`src/rtl/wb_queue_if.sv`:
```
// rtl/wb_queue_if.sv - functional-unit result handshake and register file write bundle for wb_queue
interface wb_queue_if #(
    parameter int N_FU     = 4,
    parameter int WB_WIDTH = 2,
    parameter int XLEN     = 64,
    parameter int DW       = 6
);
    logic [N_FU-1:0]                fu_valid;
    logic [N_FU-1:0]                fu_ready;
    logic [N_FU-1:0][DW-1:0]        fu_dst;
    logic [N_FU-1:0][XLEN-1:0]      fu_data;
    logic [WB_WIDTH-1:0]            wb_valid;
    logic [WB_WIDTH-1:0][DW-1:0]    wb_dst;
    logic [WB_WIDTH-1:0][XLEN-1:0]  wb_opd;

    modport master (
        output fu_valid, fu_dst, fu_data,
        input  fu_ready, wb_valid, wb_dst, wb_opd
    );

    modport slave (
        input  fu_valid, fu_dst, fu_data,
        output fu_ready, wb_valid, wb_dst, wb_opd
    );
endinterface

```
`src/rtl/wb_queue.sv`:
```
// rtl/wb_queue.sv - in-order writeback queue from functional units to register file write ports
// Optional same-cycle bypass when the queue is empty: define WB_BYPASS_EN.
module wb_queue #(
    parameter int N_FU     = 4,
    parameter int WB_WIDTH = 2,
    parameter int DEPTH    = 8,
    parameter int XLEN     = 64,
    parameter int PREGS    = 64,
    parameter int DW       = $clog2(PREGS)
) (
    input  logic                        clock,
    input  logic                        reset,
    wb_queue_if.slave                   bus,
    output logic [$clog2(DEPTH+1)-1:0]  count
);
    localparam int CW = $clog2(DEPTH + 1);
    localparam int PW = (DEPTH > 1) ? $clog2(DEPTH) : 1;

    logic [CW-1:0]   count_q, count_d;
    logic [PW-1:0]   head_q, head_d;
    logic [PW-1:0]   tail_q, tail_d;
    logic [DW-1:0]   mem_dst_q  [DEPTH];
    logic [DW-1:0]   mem_dst_d  [DEPTH];
    logic [XLEN-1:0] mem_data_q [DEPTH];
    logic [XLEN-1:0] mem_data_d [DEPTH];

    logic                           ready;
    logic [WB_WIDTH-1:0]            wb_valid;
    logic [WB_WIDTH-1:0][DW-1:0]    wb_dst;
    logic [WB_WIDTH-1:0][XLEN-1:0]  wb_opd;
    int                             n_enq;
    int                             drained;
`ifdef WB_BYPASS_EN
    int                             n_byp;
`endif

    always_comb begin
        // Ready depends only on registered occupancy so a full FU burst always fits.
        ready   = reset && (count_q <= CW'(DEPTH - N_FU));
        drained = (int'(count_q) > WB_WIDTH) ? WB_WIDTH : int'(count_q);

        wb_valid = '0;
        wb_dst   = '0;
        wb_opd   = '0;
        for (int k = 0; k < WB_WIDTH; k++) begin
            if (reset && int'(count_q) > k) begin
                wb_valid[k] = 1'b1;
                for (int e = 0; e < DEPTH; e++) begin
                    if (e == (int'(head_q) + k) % DEPTH) begin
                        wb_dst[k] = mem_dst_q[e];
                        wb_opd[k] = mem_data_q[e];
                    end
                end
            end
        end

        mem_dst_d  = mem_dst_q;
        mem_data_d = mem_data_q;
        n_enq      = 0;
`ifdef WB_BYPASS_EN
        n_byp      = 0;
`endif
        // Ascending FU index gives same-cycle arrivals their age order; x0 writes are dropped.
        for (int i = 0; i < N_FU; i++) begin
            if (bus.fu_valid[i] && ready && bus.fu_dst[i] != '0) begin
`ifdef WB_BYPASS_EN
                if (count_q == '0 && n_byp < WB_WIDTH) begin
                    for (int k = 0; k < WB_WIDTH; k++) begin
                        if (k == n_byp) begin
                            wb_valid[k] = 1'b1;
                            wb_dst[k]   = bus.fu_dst[i];
                            wb_opd[k]   = bus.fu_data[i];
                        end
                    end
                    n_byp++;
                end else
`endif
                begin
                    for (int e = 0; e < DEPTH; e++) begin
                        if (e == (int'(tail_q) + n_enq) % DEPTH) begin
                            mem_dst_d[e]  = bus.fu_dst[i];
                            mem_data_d[e] = bus.fu_data[i];
                        end
                    end
                    n_enq++;
                end
            end
        end

        count_d = CW'(int'(count_q) - drained + n_enq);
        head_d  = PW'((int'(head_q) + drained) % DEPTH);
        tail_d  = PW'((int'(tail_q) + n_enq) % DEPTH);
    end

    always_ff @(posedge clock) begin
        if (!reset) begin
            count_q    <= '0;
            head_q     <= '0;
            tail_q     <= '0;
            mem_dst_q  <= '{default: '0};
            mem_data_q <= '{default: '0};
        end else begin
            count_q    <= count_d;
            head_q     <= head_d;
            tail_q     <= tail_d;
            mem_dst_q  <= mem_dst_d;
            mem_data_q <= mem_data_d;
        end
    end

    assign bus.fu_ready = {N_FU{ready}};
    assign bus.wb_valid = wb_valid;
    assign bus.wb_dst   = wb_dst;
    assign bus.wb_opd   = wb_opd;
    assign count        = count_q;
endmodule
```
`src/flat_wrapper.sv`:
```
// flat-port wrapper written by rule: the top's interface ports become plain ports
module wb_queue_flat 
#(
    parameter int N_FU     = 4,
    parameter int WB_WIDTH = 2,
    parameter int DEPTH    = 8,
    parameter int XLEN     = 64,
    parameter int PREGS    = 64,
    parameter int DW       = $clog2(PREGS)
)
  (clock, reset, count, bus_fu_valid, bus_fu_dst, bus_fu_data, bus_fu_ready, bus_wb_valid, bus_wb_dst, bus_wb_opd);
  wb_queue_if #(.N_FU(N_FU), .WB_WIDTH(WB_WIDTH), .XLEN(XLEN), .DW(DW)) bus_i ();
  input  logic clock;
  input  logic reset;
  output logic [$clog2(DEPTH+1)-1:0] count;
  input wire logic [$bits(bus_i.fu_valid)-1:0] bus_fu_valid;
  input wire logic [$bits(bus_i.fu_dst)-1:0] bus_fu_dst;
  input wire logic [$bits(bus_i.fu_data)-1:0] bus_fu_data;
  output wire logic [$bits(bus_i.fu_ready)-1:0] bus_fu_ready;
  output wire logic [$bits(bus_i.wb_valid)-1:0] bus_wb_valid;
  output wire logic [$bits(bus_i.wb_dst)-1:0] bus_wb_dst;
  output wire logic [$bits(bus_i.wb_opd)-1:0] bus_wb_opd;
  assign bus_i.fu_valid = bus_fu_valid;
  assign bus_i.fu_dst = bus_fu_dst;
  assign bus_i.fu_data = bus_fu_data;
  assign bus_fu_ready = bus_i.fu_ready;
  assign bus_wb_valid = bus_i.wb_valid;
  assign bus_wb_dst = bus_i.wb_dst;
  assign bus_wb_opd = bus_i.wb_opd;
  wb_queue #(.N_FU(N_FU), .WB_WIDTH(WB_WIDTH), .DEPTH(DEPTH), .XLEN(XLEN), .PREGS(PREGS), .DW(DW)) u_core (.clock(clock), .reset(reset), .bus(bus_i), .count(count));
endmodule
```
`config.mk`:
```
export PLATFORM = sky130hd
export DESIGN_NAME = wb_queue_flat
export DESIGN_NICKNAME = d
export VERILOG_FILES = /design/src/rtl/wb_queue_if.sv /design/src/rtl/wb_queue.sv /design/src/flat_wrapper.sv
export SDC_FILE = /design/constraint.sdc
export NUM_CORES = 2
export LEC_CHECK = 0
export ABC_CLOCK_PERIOD_IN_PS = 14000
export BUFFER_PORTS_ARGS = -buffer_cell sky130_fd_sc_hd__buf_2
export CORE_UTILIZATION = 45
export CTS_CLUSTER_SIZE = 24
export DETAILED_ROUTE_END_ITERATION = 7
export GPL_TIMING_DRIVEN = 1
export MAX_ROUTING_LAYER = met4
export SYNTH_ARGS = -nofsm -noshare
export SYNTH_HDL_FRONTEND = slang
export SYNTH_SLANG_ARGS = --single-unit
```
`constraint.sdc`:
```
create_clock -name clock -period 14 [get_ports clock]
set_input_delay 2.8 -clock clock [delete_from_list [all_inputs] [get_ports clock]]
set_output_delay 2.8 -clock clock [all_outputs]
set_load 0.03 [all_outputs]
```
==> results by group <==
CTS
  – Max Buffers Root-to-Sink: 3
  – CTS tree: built
  – H-Tree Depth: 3
  – Resize count post-CTS: 0
  – CTS root buf: clkbuf_16
  – Post-CTS Setup Repair Bufs: 0
  – Sink Count: 570
  – Cts bufs inserted: 75
  – # hold bufs at CTS: 0
  – CTS clk-pin slew, worst paths: 0.06 ns
  – Clk Latency, worst-skew pair: 0.67 ns

Power
  – Pwr dens: 179 nW/µm²
  – Net switching power: 4.57 mW
  – Comb power frac: 53.1%
  – P_int: 4.69 mW
  – Pwr Total: 9.26 mW
  – Seq pwr share: 25.2%
  – Clk pwr share: 21.7%
  – Worst VDD drop: 0.000283 V
  – Sw Share: 49.3%
  – P_leak: 19.1 nW

Route
  – Routed WL per cell: 32.4 µm
  – DRC viols: 30
  – Total Wirelength: 268 mm
  – Post-DR vias/cell: 7.37
  – Detailed-router iteration count before antenna repair: 8
  – Routed Antenna Nets: 0
  – Via count: 60800
  – Drt first-iter violations: 11000

Min path
  – Hold Crit Class: register to register

Setup path
  – Worst Path Arrival: 6.68 ns
  – WP buf/inv: 3
  – CP Launch Type: register
  – Top delay family on crit path: simple AND/OR/NAND/NOR gates
  – Setup CP Type: register to output pin
  – Crit. End Element: output pin
  – Cells along the critical path: nand2_4 > inv_1 > ha_4 > nor2b_4 > buf_4 > nand2_1 > a21oi_1 > a2111oi_0 > nor3_1 > buf_2
  – Critical Path RT: 11.20 ns
  – Max FO, Critical Path: 49
  – Max incr delay on CP: 1.10 ns
  – CP max stage cell: nor2b_4

Yosys
  – Synth warn: 0
  – Combinational family with the most area after synthesis: compound AO/OA/AOI/OAI gates
  – Synth Area in XOR/XNOR: 0.240%
  – Area leader, netlist: dfxtp_1
  – Post-synth EDFFs: 0
  – Count of cell types in the netlist: 70
  – Compound-cell area share of the yosys netlist: 43.7%
  – Mapped cell area: 47500 µm²
  – Syn avg cell area: 6.75 µm²
  – Fraction of registers with async set/reset: 0%
  – Post-Synth Adder-Cell Area: 0.664%
  – Cell count after synthesis: 7034
  – Seq cells post-synth: 570
  – Main synth FF type: dfxtp_1
  – Top-area cell type share of the netlist area: 24.0%
  – Register area share after synthesis: 24.0%
  – Mux cell area share after synthesis: 8.78%
  – Post-Synth Simple-Gate Area: 14.6%
  – Synth area leaders: dfxtp_1 (24%), o21ai_0 (14%), nand2_1 (7.9%), a21oi_1 (7.5%), mux2i_1 (7.1%)

STA
  – TNS Setup: 0 ns
  – Setup repair after global routing missed its margin: no
  – Period Utilization, post-route: 67.7%
  – Worst Clk Skew: 0.0216 ns
  – Period minus WS final: 9.48 ns
  – Max Freq: 105 MHz
  – Slew @ Worst Pin: 1.39 ns
  – Final Max Tran Viols: 0
  – Max transition margin: 4.65%
  – Setup violators final: 0
  – Final hold vios: 0

Placed design
  – # port buffers: 435
  – Placed cell count: 8093
  – Post-DP HPWL: 142 mm
  – Final GP Congestion: 0.940

GRT
  – Gr ovfl total: 0
  – GR Util All Layers: 48.8%
  – Number of global-route vias before repair: 54600
  – First-pass GRT wire length: 379 mm
  – Largest net degree at the start of global routing: 197
  – Initial antenna violation count: 33

Status
  – Failing checks: DRC
  – Status: finished, violations left

Die
  – I/O Pins: 436
  – Initial Util: 45.6%
  – Die height: 327 µm
  – Rows: 118
  – Die X: 327 µm
  – Total die area: 107000 µm²
  – Core area: 104000 µm²

Finish
  – Final cell count without fillers: 8253
  – Layout cells sized above 1: 12.5%
  – Area delta synth->final: 8.93%
  – Nets: 7097

Job
  – Max-cap check violation count: 0
flip-flops by register name (all words and copies together), names as in the netlist:
name	cells
u_core.count	4
u_core.tail_q	3
u_core.mem_dst_q	48
u_core.head_q	3
u_core.mem_data_q	512
power by group through the flow:
stage | logic, mW | registers [mW] | clock network [mW]
detailed placement | 4.67 | 2.34 | 0
finish | 4.91 | 2.33 | 2.01
floorplan | 3.26 | 2.18 | 0
CTS | 4.68 | 2.30 | 1.99
global placement | 4.61 | 2.33 | 0
global route | 5.12 | 2.35 | 2.05
area by class of cell:
| cell class | instances | area [µm²] |
|---|---|---|
| sequential | 570 | 11400 |
| tap | 1380 | 1730 |
| multi-input combinational | 5512 | 32800 |
| timing repair buffer | 541 | 3020 |
| clock buffer | 116 | 2270 |
| clock inverter | 14 | 124 |
| inverter | 90 | 343 |
| fill | 10500 | 52300 |
| antenna | 30 | 75.1 |
logic make-up (layout without fill, tap and decap cells):
logic type | after synthesis | in the layout
compound gates | 3416 | 3416
xor+xnor | 13 | 13
fa+ha+maj | 21 | 21
buf+inv | 953 | 761
flops | 570 | 570
mux | 408 | 408
other cells | 2 | 33
simple gates | 1651 | 1651
final timing paths:
check	start	end	slack, ns	depth (start not counted)
setup / recovery	u_core.head_q[1]$_SDFF_PN0_	bus_wb_opd[51]	4.52	10
hold / removal	u_core.mem_data_q[123]$_SDFF_PN0_	u_core.mem_data_q[123]$_SDFF_PN0_	0.57	3
setup reg to reg	u_core.count[0]$_SDFF_PN0_	u_core.mem_data_q[417]$_SDFF_PN0_	7.40	14
hold reg to reg	u_core.mem_data_q[123]$_SDFF_PN0_	u_core.mem_data_q[123]$_SDFF_PN0_	0.57	3
Yosys cell counts (all sizes together) (3+ instances only):
| cell | number |
|---|---|
| o22ai | 152 |
| buf | 142 |
| a21o | 303 |
| and3 | 10 |
| o221a | 23 |
| o31ai | 3 |
| mux2 | 71 |
| a2bb2oi | 133 |
| a311oi | 7 |
| xnor2 | 8 |
| a31o | 31 |
| o21ai | 1293 |
| ha | 14 |
| nor2 | 301 |
| o2bb2ai | 68 |
| nor3 | 73 |
| a211oi | 134 |
| nand2b | 6 |
| dfxtp | 570 |
| or2 | 10 |
| clkbuf | 721 |
| nor4 | 4 |
| fa | 7 |
| nand4b | 3 |
| a221oi | 76 |
| a21oi | 711 |
| a2111oi | 68 |
| or4 | 6 |
| nand2 | 999 |
| a31oi | 326 |
| and2 | 12 |
| xor2 | 5 |
| nand3 | 75 |
| nor2b | 138 |
| inv | 90 |
| and3b | 3 |
| mux2i | 337 |
| a211o | 76 |
layout by cell type (no fill, tap or decap), types with 27 or more instances in the layout:
cell / instances
nor2_1: 283
dfxtp_1: 567
nor2b_1: 136
a221oi_1: 76
o22ai_1: 152
nand3_1: 72
inv_1: 89
a2bb2oi_1: 133
a211o_1: 72
diode_2: 30
mux2_2: 71
buf_4: 103
a21oi_1: 711
nand2_1: 986
a2111oi_0: 68
clkbuf_16: 79
o21ai_0: 1286
mux2i_1: 337
a31oi_1: 326
nor3_1: 72
a31o_2: 27
o2bb2ai_1: 68
buf_2: 434
a211oi_1: 131
a21o_1: 303
through the flow:
stage | area (µm²) | worst slack (ns) | hold WS [ns] | utilization (%)
after floorplan | 47500 | 6.67 | 0.533 | -
after global placement | 49300 | 5.17 | 0.551 | 47.4
after detailed placement | 49300 | 4.98 | 0.556 | 47.4
after CTS | 51700 | 5.02 | 0.566 | 49.6
after global routing | 51800 | 4.68 | 0.590 | 49.7
final | 51800 | 4.52 | 0.565 | 49.7
per-layer routing:
metal	part of all wire, %	track usage, %	vias up
li1	-	-	25300
met1	36	60.4	28000
met2	40	67.5	6025
met3	17	16.0	1452
met4	7.4	31.2	0
met5	0	-	-
tightest hold or removal path, cell delays in order, from the launching register on:
cell,delay (ns)
dfxtp_1,0.32
nand2_1,0.06
a21o_1,0.10
a21oi_1,0.05
Note: power is estimated with default switching activity, not from simulation.
